[src/rtl/axil_master.sv]
// AXI4-Lite single-outstanding master: one user command in, one AXI
// transaction out, one completion back, with a handshake-wait timeout.
module axil_master #(
  parameter int unsigned ADDR_W  = 32,
  parameter int unsigned DATA_W  = 32,
  parameter int unsigned TIMEOUT = 256
) (
  input  logic                aclk,
  input  logic                areset,
  output logic [ADDR_W-1:0]   m_axi_awaddr,
  output logic [2:0]          m_axi_awprot,
  output logic                m_axi_awvalid,
  input  logic                m_axi_awready,
  output logic [DATA_W-1:0]   m_axi_wdata,
  output logic [DATA_W/8-1:0] m_axi_wstrb,
  output logic                m_axi_wvalid,
  input  logic                m_axi_wready,
  input  logic [1:0]          m_axi_bresp,
  input  logic                m_axi_bvalid,
  output logic                m_axi_bready,
  output logic [ADDR_W-1:0]   m_axi_araddr,
  output logic [2:0]          m_axi_arprot,
  output logic                m_axi_arvalid,
  input  logic                m_axi_arready,
  input  logic [DATA_W-1:0]   m_axi_rdata,
  input  logic [1:0]          m_axi_rresp,
  input  logic                m_axi_rvalid,
  output logic                m_axi_rready,
  input  logic                cmd_valid,
  output logic                cmd_ready,
  input  logic                cmd_write,
  input  logic [ADDR_W-1:0]   cmd_addr,
  input  logic [DATA_W-1:0]   cmd_wdata,
  input  logic [DATA_W/8-1:0] cmd_wstrb,
  output logic                rsp_valid,
  input  logic                rsp_ready,
  output logic [DATA_W-1:0]   rsp_rdata,
  output logic [2:0]          rsp_status
);

  localparam int TW = (TIMEOUT > 0) ? $clog2(TIMEOUT + 1) : 1;

  typedef enum logic [2:0] {
    S_IDLE, S_WR, S_WRESP, S_RADDR, S_RDATA, S_RSP
  } state_t;

  state_t              r_state;
  state_t              w_state_nxt;
  logic                w_tmo;
  logic [TW-1:0]       r_tmo;
  logic [ADDR_W-1:0]   r_addr;
  logic [DATA_W-1:0]   r_wdata;
  logic [DATA_W/8-1:0] r_wstrb;
  logic                r_awvalid;
  logic                r_wvalid;
  logic                r_arvalid;
  logic                r_bready;
  logic                r_rready;
  logic                r_cmd_ready;
  logic                r_rsp_valid;
  logic [DATA_W-1:0]   r_rsp_rdata;
  logic [2:0]          r_rsp_status;

  logic w_cmd_hs, w_aw_hs, w_w_hs, w_b_hs, w_ar_hs, w_r_hs;
  logic w_any_hs, w_tmo_hit, w_wait;

  assign w_cmd_hs  = cmd_valid && r_cmd_ready;
  assign w_aw_hs   = r_awvalid && m_axi_awready;
  assign w_w_hs    = r_wvalid && m_axi_wready;
  assign w_b_hs    = r_bready && m_axi_bvalid;
  assign w_ar_hs   = r_arvalid && m_axi_arready;
  assign w_r_hs    = r_rready && m_axi_rvalid;
  assign w_any_hs  = w_aw_hs || w_w_hs || w_b_hs || w_ar_hs || w_r_hs;
  // Fires on the cycle whose increment would make the count reach TIMEOUT.
  assign w_tmo_hit = (TIMEOUT != 0) && (r_tmo == TW'(TIMEOUT - 1));
  assign w_wait    = (r_state == S_WR) || (r_state == S_WRESP) ||
                     (r_state == S_RADDR) || (r_state == S_RDATA);

  always_ff @(posedge aclk or posedge areset) begin
    if (areset) r_state <= S_IDLE;
    else        r_state <= w_state_nxt;
  end

  always_comb begin
    w_state_nxt = r_state;
    w_tmo       = 1'b0;
    unique case (r_state)
      S_IDLE:
        if (w_cmd_hs) w_state_nxt = cmd_write ? S_WR : S_RADDR;
      S_WR:
        if ((!r_awvalid || w_aw_hs) && (!r_wvalid || w_w_hs))
          w_state_nxt = S_WRESP;
        else if (!w_aw_hs && !w_w_hs && w_tmo_hit)
          w_tmo = 1'b1;
      S_WRESP:
        if (w_b_hs) w_state_nxt = S_RSP;
        else if (w_tmo_hit) w_tmo = 1'b1;
      S_RADDR:
        if (w_ar_hs) w_state_nxt = S_RDATA;
        else if (w_tmo_hit) w_tmo = 1'b1;
      S_RDATA:
        if (w_r_hs) w_state_nxt = S_RSP;
        else if (w_tmo_hit) w_tmo = 1'b1;
      S_RSP:
        if (rsp_ready) w_state_nxt = S_IDLE;
      default: w_state_nxt = S_IDLE;
    endcase
    if (w_tmo) w_state_nxt = S_RSP;
  end

  always_ff @(posedge aclk or posedge areset) begin
    if (areset) begin
      r_tmo        <= '0;
      r_addr       <= '0;
      r_wdata      <= '0;
      r_wstrb      <= '0;
      r_awvalid    <= 1'b0;
      r_wvalid     <= 1'b0;
      r_arvalid    <= 1'b0;
      r_bready     <= 1'b0;
      r_rready     <= 1'b0;
      r_cmd_ready  <= 1'b0;
      r_rsp_valid  <= 1'b0;
      r_rsp_rdata  <= '0;
      r_rsp_status <= '0;
    end else begin
      r_cmd_ready <= (w_state_nxt == S_IDLE);
      r_bready    <= (w_state_nxt == S_WRESP);
      r_rready    <= (w_state_nxt == S_RDATA);
      r_rsp_valid <= (w_state_nxt == S_RSP);
      if (w_cmd_hs) begin
        r_addr    <= cmd_addr;
        r_wdata   <= cmd_wdata;
        r_wstrb   <= cmd_wstrb;
        r_awvalid <= cmd_write;
        r_wvalid  <= cmd_write;
        r_arvalid <= !cmd_write;
      end else begin
        r_awvalid <= r_awvalid && !w_aw_hs && !w_tmo;
        r_wvalid  <= r_wvalid && !w_w_hs && !w_tmo;
        r_arvalid <= r_arvalid && !w_ar_hs && !w_tmo;
      end
      if (w_state_nxt != r_state || w_any_hs) r_tmo <= '0;
      else if (w_wait) r_tmo <= r_tmo + TW'(1);
      if (w_tmo) begin
        r_rsp_rdata  <= '0;
        r_rsp_status <= 3'b111;
      end else if (w_b_hs) begin
        r_rsp_rdata  <= '0;
        r_rsp_status <= {1'b0, m_axi_bresp};
      end else if (w_r_hs) begin
        r_rsp_rdata  <= m_axi_rdata;
        r_rsp_status <= {1'b0, m_axi_rresp};
      end
    end
  end

  assign m_axi_awaddr  = r_addr;
  assign m_axi_awprot  = 3'b000;
  assign m_axi_awvalid = r_awvalid;
  assign m_axi_wdata   = r_wdata;
  assign m_axi_wstrb   = r_wstrb;
  assign m_axi_wvalid  = r_wvalid;
  assign m_axi_bready  = r_bready;
  assign m_axi_araddr  = r_addr;
  assign m_axi_arprot  = 3'b000;
  assign m_axi_arvalid = r_arvalid;
  assign m_axi_rready  = r_rready;
  assign cmd_ready     = r_cmd_ready;
  assign rsp_valid     = r_rsp_valid;
  assign rsp_rdata     = r_rsp_rdata;
  assign rsp_status    = r_rsp_status;

endmodule
[config.mk]
export PLATFORM = sky130hd
export DESIGN_NAME = axil_master
export DESIGN_NICKNAME = d
export VERILOG_FILES = /design/src/rtl/axil_master.sv
export SDC_FILE = /design/constraint.sdc
export NUM_CORES = 1
export LEC_CHECK = 0
export BUFFER_PORTS_ARGS = -buffer_cell sky130_fd_sc_hd__buf_2
export CAP_MARGIN = 20
export CORE_UTILIZATION = 30
export CTS_BUF_LIST = sky130_fd_sc_hd__clkbuf_4 sky130_fd_sc_hd__clkbuf_8 sky130_fd_sc_hd__clkbuf_16
export DETAILED_ROUTE_END_ITERATION = 6
export PLACE_DENSITY = 0.68
export SETUP_SLACK_MARGIN = 0.05
export SKIP_CTS_REPAIR_TIMING = 1
export SLEW_MARGIN = 20
export SYNTH_ARGS = -nofsm -noshare
export SYNTH_HDL_FRONTEND = slang
export SYNTH_SLANG_ARGS = --single-unit
export TNS_END_PERCENT = 1
[constraint.sdc]
create_clock -name aclk -period 4.6 [get_ports aclk]
set_clock_uncertainty 0.15 [all_clocks]
set_input_delay 0.69 -clock aclk [delete_from_list [all_inputs] [get_ports aclk]]
set_output_delay 0.69 -clock aclk [all_outputs]
set_load 0.01 [all_outputs]
==> results_dict.tcl <==
set metrics [dict create \
    ys_seq_area_frac 0.577 \
    clock-sinks 122 \
    gp_congestion 0.790 \
    vias 4094 \
    cp_top_family "flip-flops" \
    drtPass1Iterations 4 \
    die_x_um 135 \
    grt_max_degree 76 \
    syn_to_final_growth_pct 34.8 \
    combinationalPowerShare 0.378 \
    post-route-min-period_ns 2.44 \
    switchingPower_mw 1.72 \
    cts_root_buffer "clkbuf_16" \
    yosysMostFrequentCell "dfrtp_1" \
    internal_power_mw 3.19 \
    grt_pass1_vias 4090 \
    htreeDepth 4 \
    seq_power_share 0.357 \
    power_frac_clock 0.266 \
    dieArea_sq_um 18200 \
    max-cap-violations 0 \
    start_util 0.307 \
    syn_area_per_cell_sq_um 11.8 \
    hold_class "input port to asynchronous set/reset pin" \
    nFillCells 1667 \
    synthesis.instances 447 \
    synth_top_area_cell "dfrtp_1" \
    synthTopCellsByArea "dfrtp_1 (58%), mux2_2 (14%), nand2_1 (6.0%), buf_4 (5.4%), a21oi_1 (3.1%)" \
    hold_ws_ns 0.216 \
    critPathMaxFanout 12 \
    grt-ovfl-total 0 \
    io_buffers 255 \
    synth_cell_types 39 \
    gr-usage-all-layers 0.144 \
    setup_viol 0 \
    cp-start-kind "flip-flop" \
    slowest_stage "dfrtp_1" \
    hold_violations 0 \
    antenna_found_initial 0 \
    drive_above_1_share 0.543 \
    nets 789 \
    rows 48 \
    synthFlopType "dfrtp_1" \
    core_sq_um 17200 \
    dp_hpwl_mm 8.88 \
    via_per_inst 4.50 \
    wl_per_cell_um 14.0 \
    wl_mm 12.7 \
    cp_num_buf_inv 0 \
    final_core_util 0.414 \
    drv_slew 0 \
    cp-end-kind "flip-flop" \
    io_pins 262 \
    critPathKind "flip-flop to flip-flop" \
    outcome "completed" \
    rsz0062_at_grt "false" \
    netlist.area_leader.share 0.577 \
    die_h_um 135 \
    swShare 0.351 \
    setup_tns_ns 0 \
    fmax_mhz 409 \
    power_density_nw_per_um2 689 \
    syn_area_sq_um 5290 \
    yosysWarnings 0 \
    ys_ff_latch 122 \
    irDropWorstVdd_uv 326 \
    fin_crit_sh 0.531 \
    async_reset_ff_frac 1.00 \
    antenna_cells 0 \
    worst_pin_slew_ns 0.937 \
    grt_pass1_wl_mm 20.1 \
    max_stage_delay_ns 0.66 \
    clkLatencyLatePin_ns 0.41 \
    slew_headroom 0.376 \
    path_cells "nor3b_1 > a31oi_2 > nand3_2 > a211o_4 > xor2_2 > nor4_1" \
    cp.required_ns 4.74 \
    cts.path.max_buffers 2 \
    p_leak_nw 3.60 \
    numCtsBuffers 17 \
    crit_arrival_ns 2.58 \
    clkTransAtPathRegs_ns 0.06 \
    cts_tree "built" \
    drtAntennaViolNets 0 \
    synth_edf_count 0 \
    drtIter0Drc 112 \
    netlist_top_cells_count "dfrtp_1 (122), nand2_1 (85), mux2_2 (68), buf_4 (38), a21oi_1 (33)" \
    drc 0 \
]
==> worst register-to-register path: stages, from the launching register on <==
cell,delay [ns]
dfrtp_1,0.66
nor3b_1,0.18
a31oi_2,0.31
nand3_2,0.12
a211o_4,0.35
xor2_2,0.22
nor4_1,0.32
==> sequential cells by signal (all words and copies together) (netlist names), 3 cells and up <==
signal / flops
r_tmo: 9
r_state: 3
m_axi_araddr: 32
m_axi_wdata: 32
m_axi_wstrb: 4
rsp_rdata: 32
rsp_status: 3
==> metrics by stage <==
stage / setup WS [ns] / instances / area, sq um / power [mW]
2_1_floorplan: 0.517 / 452 / 5310 / 3.07
3_3_place_gp: 1.83 / 879 / 6550 / 3.61
3_5_place_dp: 1.98 / 879 / 6550 / 3.65
4_1_cts: 2.12 / 910 / 7130 / 5.00
5_1_grt: 2.01 / 910 / 7130 / 5.26
6_report: 2.16 / 910 / 7130 / 4.91
==> power by group through the flow <==
stage,clock (mW),sequential [mW],combinational (mW)
finish,1.31,1.75,1.86
global route,1.41,1.82,2.03
CTS,1.36,1.76,1.89
detailed placement,0,1.77,1.88
global placement,0,1.75,1.86
floorplan,0,1.92,1.15
==> area by class of cell <==
class	count	area, sq um	area share
Clock buffer	20	460	0.0646
Inverter	2	10.0	0.00140
Tap cell	225	282	0.0395
Multi-Input combinational cell	270	1880	0.263
Clock inverter	11	123	0.0172
Sequential cell	122	3050	0.428
Timing Repair Buffer	260	1330	0.186
==> kinds of logic after synthesis <==
kind of cell	synth area share
DFF	0.577
and+or+nand+nor	0.117
buffers and inverters	0.0733
adders and majority gates	0.00473
xor gates and xnor gates	0.0163
other	0.000709
muxes	0.150
AOI/OAI and AO/OA	0.0608
==> layer usage <==
metal	vias to the layer above	GRT usage	wire length, um
met5	-	0	0
met4	0	0.0474	133
met3	10	0.0552	1010
met2	188	0.246	6350
met1	1952	0.165	5230
li1	1944	-	-
==> final timing paths <==
kind	cells past startpoint	end	slack, ns	from
min in group aclk	1	m_axi_wdata[31]$_DFFE_PP0P_	0.35	m_axi_wdata[31]$_DFFE_PP0P_
max reg2reg	6	r_tmo[3]$_DFFE_PP0P_	2.16	r_state[2]$_DFF_PP0_
min reg2reg	1	m_axi_wdata[31]$_DFFE_PP0P_	0.35	m_axi_wdata[31]$_DFFE_PP0P_
min	2	m_axi_araddr[28]$_DFFE_PP0P_	0.22	areset
max in group asynchronous	3	r_tmo[8]$_DFFE_PP0P_	3.27	areset
max	6	r_tmo[3]$_DFFE_PP0P_	2.16	r_state[2]$_DFF_PP0_
==> cells in the final DEF (no fill, tap or decap), types with 6 or more instances in the layout <==
cell	n
buf_2	255
o21ai_0	9
nor4_1	9
mux2_2	68
nand4_1	6
dfrtp_1	122
conb_1	6
nand2_1	83
clkbuf_16	17
a21oi_1	33
nand3_1	9
(Power assumes the default switching activity.)
